$ cat src/rtl/uart_tx_slave.sv
// ---------------------------------------------------------------------------
// uart_tx_slave : memory-mapped 8N1 UART transmitter with a small TX FIFO
// Rev 1.0
// ---------------------------------------------------------------------------
`default_nettype none

package MemoryBus;
  typedef struct packed {
    logic [31:0] address;
    logic        mem_read;
    logic        mem_write;
    logic [3:0]  mask_byte;
    logic [31:0] write_data;
  } Cmd;

  typedef struct packed {
    logic [31:0] read_data;
  } Result;
endpackage

module uart_tx_slave #(
  parameter int DIVISOR    = 434,
  parameter int FIFO_DEPTH = 8
) (
  input  logic             clk,
  input  logic             rst,
  input  MemoryBus::Cmd    membuscmd,
  output MemoryBus::Result membusres,
  output logic             tx
);

  localparam int c_AW = (FIFO_DEPTH > 1) ? $clog2(FIFO_DEPTH) : 1;
  localparam int c_CW = c_AW + 1;

  typedef enum logic [1:0] {
    IDLE  = 2'd0,
    START = 2'd1,
    DATA  = 2'd2,
    STOP  = 2'd3
  } state_t;

  state_t          r_state;
  logic [7:0]      r_mem [FIFO_DEPTH];
  logic [c_AW-1:0] r_wptr;
  logic [c_AW-1:0] r_rptr;
  logic [c_CW-1:0] r_count;
  logic            r_ovf;
  logic [15:0]     r_baud;
  logic [2:0]      r_bit;
  logic [7:0]      r_shift;
  logic            r_tx;

  logic w_full;
  logic w_empty;
  logic w_baud_end;
  logic w_pop;
  logic w_push_req;
  logic w_push;
  logic w_ovf_clr;
  logic w_ovf_set;
  logic w_unused;

  assign w_full     = (r_count == c_CW'(FIFO_DEPTH));
  assign w_empty    = (r_count == '0);
  assign w_baud_end = (r_baud == 16'(DIVISOR - 1));
  // A pop only ever happens on the edge that starts a frame.
  assign w_pop      = !w_empty && ((r_state == IDLE) || ((r_state == STOP) && w_baud_end));
  assign w_push_req = rst && membuscmd.mem_write && membuscmd.mask_byte[0];
  assign w_push     = w_push_req && (!w_full || w_pop);
  assign w_ovf_clr  = membuscmd.mem_write && membuscmd.mask_byte[1] && membuscmd.write_data[8];
  assign w_ovf_set  = w_push_req && w_full && !w_pop;
  assign w_unused   = ^{membuscmd.address, membuscmd.mem_read,
                        membuscmd.write_data[31:9], membuscmd.mask_byte[3:2]};

  always_ff @(posedge clk) begin
    if (w_push) begin
      r_mem[r_wptr] <= membuscmd.write_data[7:0];
    end
  end

  always_ff @(posedge clk) begin
    if (!rst) begin
      r_wptr  <= '0;
      r_rptr  <= '0;
      r_count <= '0;
      r_ovf   <= 1'b0;
    end else begin
      if (w_push) begin
        r_wptr <= r_wptr + c_AW'(1);
      end
      if (w_pop) begin
        r_rptr <= r_rptr + c_AW'(1);
      end
      if (w_push && !w_pop) begin
        r_count <= r_count + c_CW'(1);
      end else if (!w_push && w_pop) begin
        r_count <= r_count - c_CW'(1);
      end
      if (w_ovf_clr) begin
        r_ovf <= 1'b0;
      end else if (w_ovf_set) begin
        r_ovf <= 1'b1;
      end
    end
  end

  always_ff @(posedge clk) begin
    if (!rst) begin
      r_state <= IDLE;
      r_tx    <= 1'b1;
      r_baud  <= '0;
      r_bit   <= '0;
      r_shift <= '0;
    end else begin
      case (r_state)
        IDLE: begin
          if (w_pop) begin
            r_state <= START;
            r_shift <= r_mem[r_rptr];
            r_tx    <= 1'b0;
            r_baud  <= '0;
          end
        end
        START: begin
          if (w_baud_end) begin
            r_state <= DATA;
            r_tx    <= r_shift[0];
            r_baud  <= '0;
            r_bit   <= '0;
          end else begin
            r_baud <= r_baud + 16'd1;
          end
        end
        DATA: begin
          if (w_baud_end) begin
            r_baud <= '0;
            if (r_bit == 3'd7) begin
              r_state <= STOP;
              r_tx    <= 1'b1;
            end else begin
              r_bit   <= r_bit + 3'd1;
              r_shift <= {1'b0, r_shift[7:1]};
              r_tx    <= r_shift[1];
            end
          end else begin
            r_baud <= r_baud + 16'd1;
          end
        end
        STOP: begin
          if (w_baud_end) begin
            r_baud <= '0;
            if (w_pop) begin
              r_state <= START;
              r_shift <= r_mem[r_rptr];
              r_tx    <= 1'b0;
            end else begin
              r_state <= IDLE;
              r_tx    <= 1'b1;
            end
          end else begin
            r_baud <= r_baud + 16'd1;
          end
        end
        default: begin
          r_state <= IDLE;
          r_tx    <= 1'b1;
        end
      endcase
    end
  end

  assign tx = r_tx;

  always_comb begin
    membusres.read_data = 32'h0000_0002;
    if (rst) begin
      membusres.read_data = {23'd0, 5'(r_count), r_ovf, (r_state != IDLE), w_empty, w_full};
    end
  end

endmodule

`default_nettype wire

$ cat config.mk
export PLATFORM = sky130hd
export DESIGN_NAME = uart_tx_slave
export DESIGN_NICKNAME = d
export VERILOG_FILES = /design/src/rtl/uart_tx_slave.sv
export SDC_FILE = /design/constraint.sdc
export NUM_CORES = 1
export LEC_CHECK = 0
export ABC_AREA = 1
export CORE_MARGIN = 10
export CORE_UTILIZATION = 50
export DETAILED_ROUTE_END_ITERATION = 12
export PLACE_DENSITY = 0.89
export RECOVER_POWER = 50
export SLEW_MARGIN = 20
export SYNTH_ARGS = -nofsm -noshare
export SYNTH_HDL_FRONTEND = slang
export SYNTH_SLANG_ARGS = --single-unit
$ cat constraint.sdc
create_clock -name clk -period 3.69 [get_ports clk]
set_input_delay 0.738 -clock clk [delete_from_list [all_inputs] [get_ports clk]]
set_output_delay 0.738 -clock clk [all_outputs]
set_load 0.01 [all_outputs]
**After elaboration in Yosys (flattened, before gate mapping)**

Memory sizes are Yosys's and may differ from the RTL's. A register that Yosys moved wholly into a read port is not among the register bits.
Index checks and enable logic that the tools add are counted.

- Register bits: 41
- Bits in writable memories: 64
- Input port bits: 72
- Output and inout bits: 33
- Memories: 1

Memory list:

| memory | depth | bits a word | read ports | clocked after Yosys merged registers in | wr ports | RTL line | text |
|---|---|---|---|---|---|---|---|
| r_mem | 8 | 8 | 1 | 1 | 1 | 43 | `logic [7:0] r_mem [FIFO_DEPTH];` |

- Add/sub/neg operators: 6
- Eq/ne operators: 12
- Multiplexer cells: 33
- Bitwise logic cells: 1
- Reduce and logical (&&, ||, !) cells: 29

Operators with widths:

| operator | number |
|---|---|
| 8-bit two-way mux | 5 |
| 16-bit two-way mux | 2 |
| 16-bit case mux with 2 select lines | 1 |
| 8-bit case mux with 3 select lines | 1 |
| 16-bit by 1-bit adder with 16-bit output (second input constant) | 1 |
| 16-bit by 9-bit equality test with 1-bit output (second input constant) | 1 |
| 3-bit two-way mux | 5 |
| 2-bit != test (second input constant) | 6 |
| 4-bit AND reduction | 3 |
| 1-bit logical AND | 11 |
| 2-bit two-way mux | 5 |
| 3-bit by 1-bit adder with 3-bit output (second input constant) | 3 |
| 1-bit two-way mux | 9 |
| 4-bit two-way mux | 2 |
| 2-bit case mux with 4 select lines | 1 |
| 3-bit case mux with 2 select lines | 1 |
| 2-bit nonzero test | 3 |
| 5-bit AND reduction | 1 |
| 4-bit by 1-bit adder with 4-bit output (second input constant) | 1 |
| 2-bit equality test (second input constant) | 2 |
| 4-bit equality test (second input constant) | 1 |
| 1-bit logical NOT | 4 |
| 4-bit logical NOT | 1 |
| 1-bit case mux with 4 select lines | 1 |
| 9 further kinds | 10 |

**Longest topological paths before layout**

- Depth in word-level cells: 10
- Mapped depth: 21
- Depth with buffers taken out: 21

**Worst setup path before layout**

OpenSTA, ideal clock, no wires.

- Path kind: register to register
- From: register r_state[0]
- To: register r_count[3]
- Arrival: 2509 ps
- Required time: 3571 ps
- Path slack: 1061 ps
- Stages on the path, launching flop included: 20
- Buffers on the path: 0
- Clock period less this slack: 2629 ps
- Cells stage by stage: dfxtp_1 inv_1 ha_1 inv_1 nand2_1 nand2_1 nand2_2 nand2_4 clkinv_2 ha_1 inv_1 ha_1 nand2_1 nand2_1 a21oi_1 nor2_1 nor2_1 nand2_1 o21ai_0 a21oi_1

- Cells in the longest elaborated chain, start to end: 9

RTL lines:

| element | RTL line | text |
|---|---|---|
| start, declared | 42 | `state_t r_state;` |
| start signal, assigned | 109 | `r_state <= IDLE;` |
| start signal, assigned | 118 | `r_state <= START;` |
| start signal, assigned | 126 | `r_state <= DATA;` |
| 2-bit equality test | 67 | `assign w_pop = !w_empty && ((r_state == IDLE) \|\| ((r_state == STOP) && w_baud_end));` |
| 1-bit logical AND | 67 |  |
| 1-bit logical OR * | 67 |  |
| 1-bit logical AND * | 67 |  |
| 1-bit logical OR * | 69 | `assign w_push = w_push_req && (!w_full \|\| w_pop);` |
| 1-bit logical AND * | 69 |  |
| net w_push | 58 | `logic w_push;` |
| 1-bit logical NOT | 96 | `end else if (!w_push && w_pop) begin` |
| 1-bit logical AND | 96 |  |
| 2-bit nonzero test (no line) | -- |  |
| end signal, assigned | 95 | `r_count <= r_count + c_CW'(1);` |
| end signal, assigned | 97 | `r_count <= r_count - c_CW'(1);` |
| end, declared | 46 | `logic [c_CW-1:0] r_count;` |

Mark *: on every way through the listed nets, which the timed path passes. The rest lies on a longest branch.
A chain may end at the register's enable or synchronous reset.

==> results.yml <==
run_status:
  status: "finished clean"
setup_path:
  r2r_cells: 19
  critPathLaunchType: "input port"
  path_max_fanout: 27
  path_class: "input port to primary output"
  worst_path_most_repeated_cell: "clkdlybuf4s50_1"
  r2r_slack_ns: 0.63
  cp_slowest_cell: "clkdlybuf4s50_1"
  cp_cell_sequence: "clkdlybuf4s50_1 -> buf_4 -> nand2_1 -> nor2_1 -> clkdlybuf4s50_1"
  end_kind: "primary output"
  r2r_end: "r_count[3]$_SDFFE_PN0P_"
  worstPathArrival_ns: 2.33
  timing.rr.start: "r_state[0]$_SDFFE_PN0P_"
  required_ns: 2.95
  max_stage_delay_ns: 0.56
placement:
  gp_congestion: 0.8382
  pre_cts_ws_ns: 0.6175
  place_hpwl_mm: 7.670
  port_buffers: 22
logic_synthesis:
  yosys_most_used_dff: "edfxtp_1"
  synth_seq_area_share: 0.5370
  ys_top_cells_by_count: "nand2_1 (146), nand3_1 (81), edfxtp_1 (64)"
  yosysMostFrequentCell: "nand2_1"
  netlist_instances: 590
  synth_top_area_frac: 0.3683
  yosys_register_bits: 108
  synth-edff-count: 64
  synth.cell_area_mm2: 0.005219
  syn_area_per_cell_um2: 8.845
  synthArstFlopShare: 0
  synth_area_leaders: "edfxtp_1 (37%), dfxtp_1 (17%), nand2_1 (11%)"
  yosysUniqueCellTypes: 37
  yosysWarnings: 0
  yosys.area.top_type: "edfxtp_1"
sta:
  hold_viol_final: 0
  tightestPinTransition_ns: 0.9430
  holdWs_ns: 0.4645
  finalCriticalPeriod_ns: 3.064
  rsz0062_at_grt: "no"
  fin_ws_ns: 0.6260
  fin_setup_tns_ns: 0
  max_slew_margin: 0.3706
  fin_crit_sh: 0.8304
  clock_skew_ns: 0.01529
  fmax_mhz: 326.4
  maxSlewViolCount: 0
  setup-violations-final: 0
global_routing:
  grt_pass1_vias: 3989
  grt_start_max_net_pins: 34
  antenna_found_initial: 0
  overflow: 0
  grt_first_pass_wirelength_mm: 18.23
  track_usage: 0.1532
detailed_routing:
  drtIter0Drc: 381
  num_vias: 4011
  wl_per_cell_um: 14.87
  remaining_drc_errors: 0
  wl_mm: 11.16
  routed_via_density: 5.348
  ant_nets: 0
  dr.pass1.iters: 5
power_and_ir_drop:
  power_w: 0.003225
  intPower_w: 0.002034
  pwr_density_cell_mw_per_mm2: 572.8
  sequentialPowerShare: 0.447
  vdd_drop_max_mv: 0.3247
  p_sw_frac: 0.3694
  power_frac_comb: 0.331
  power_frac_clock: 0.222
  switchingPower_w: 0.001191
  p_leak_nw: 2.232
floorplanning:
  die_area_mm2: 0.01492
  rows: 37
  fp.dieW_um: 122.2
  ios: 105
  coreArea_mm2: 0.01023
  die_h_um: 122.2
  initial_core_util: 0.5101
clock_tree:
  clock_path_buffers: 2
  cts_tree: "yes"
  clk_pin_slew_ns: 0.09
  clk_latency_ns: 0.38
  cts_made_buffers: 9
  clock-root-buffer: "clkbuf_8"
  cts_num_sinks: 108
  postCtsHoldBufs: 0
  cts.repair.resized: 0
  htree_levels: 3
  post_cts_buffers: 0
finish:
  num_antenna_cells: 0
  nets: 697
  drive_gt1_frac: 0.05375
  finalCoreUtilization: 0.5503
  area_delta_synth_final_pct: 7.888
min_path:
  min_path_cells: 2
  hold_end: "r_ovf$_SDFFE_PP0P_"
  hold_path_class: "register to register"
  holdCritStartpoint: "r_ovf$_SDFFE_PP0P_"
job:
  maxCapViolations: 0
-- area by class of cell --
type	count	area, um^2
Clock buffer	11	131.4
Clock inverter	5	62.56
Fill cell	840	4601
Inverter	48	181.4
Multi-Input combinational cell	412	2002
Sequential cell	108	2803
Tap cell	136	170.2
Timing Repair Buffer	30	280.3
-- power groups by stage --
stage | Combinational (W) | Clock, W | Sequential, W
floorplan | 0.000899 | 0 | 0.00143
global placement | 0.00102 | 0 | 0.00146
detailed placement | 0.00108 | 0 | 0.00147
CTS | 0.00109 | 0.000729 | 0.00144
global route | 0.00122 | 0.000770 | 0.00145
finish | 0.00107 | 0.000717 | 0.00144
-- per-layer routing --
metal  track usage  vias up  routed length (um)
met5             0        -                   0
met1        0.1699     1894                4374
met4       0.08174        0                 247
met2        0.2672      143                5677
met3       0.03608       17                 856
li1              -     1957                   -
-- registers in the layout (all words and copies together) (netlist names), named ones only --
register  flops
tx            1
r_mem        64
r_baud       16
r_count       4
r_ovf         1
r_state       2
r_wptr        3
r_shift       8
r_rptr        3
r_bit         3
-- worst max-delay path: cells and delay by family --
family | cells | cell delay (ns)
buf+inv | 3 | 1.32
simple gates | 2 | 0.26
-- worst max path at each step --
| stage | slack, ns | start | end |
|---|---|---|---|
| detailed placement | 0.62 | rst | membusres[0] |
| floorplan | 1.06 | r_state[0]$_SDFFE_PN0P_ | r_count[3]$_SDFFE_PN0P_ |
| finish | 0.63 | rst | membusres[0] |
| CTS | 0.60 | rst | membusres[0] |
| global route | 0.27 | r_state[0]$_SDFFE_PN0P_ | r_count[3]$_SDFFE_PN0P_ |
| global placement | 0.67 | rst | membusres[0] |
-- cells in the final DEF, fill, tap and decap left out, drive strengths merged --
cell type      count
clkdlybuf4s50     14
nor3               8
a21o               1
clkinvlp           2
ha                15
conb              24
clkinv             2
a31oi              2
nand2            154
xor2               5
o22ai              1
edfxtp            64
and3               2
dlygate4sd3        8
fa                 1
nor2              49
a21boi             1
nand3b             1
a21oi             35
inv               48
nand4              3
bufinv             1
o2111ai            1
buf                8
nor3b              1
clkbuf            11
dfxtp             44
a211oi             3
o21ai             23
nand3             82
-- cell families after synthesis --
group           Yosys count  synth area share
simple gates            300            0.2522
compound gates           67           0.07025
fa+ha+maj                16           0.03980
other cells               1         0.0007186
xor+xnor                  5          0.008391
buf+inv                  93           0.09159
flops                   108            0.5370
-- metrics by stage --
step                      instance area [um^2]  cells
after floorplan                           5305    613
after global placement                    5459    734
after detailed placement                  5459    734
after CTS                                 5653    750
after global routing                      5630    750
final                                     5630    750
No activity file was read; power rests on OpenSTA's default activity.
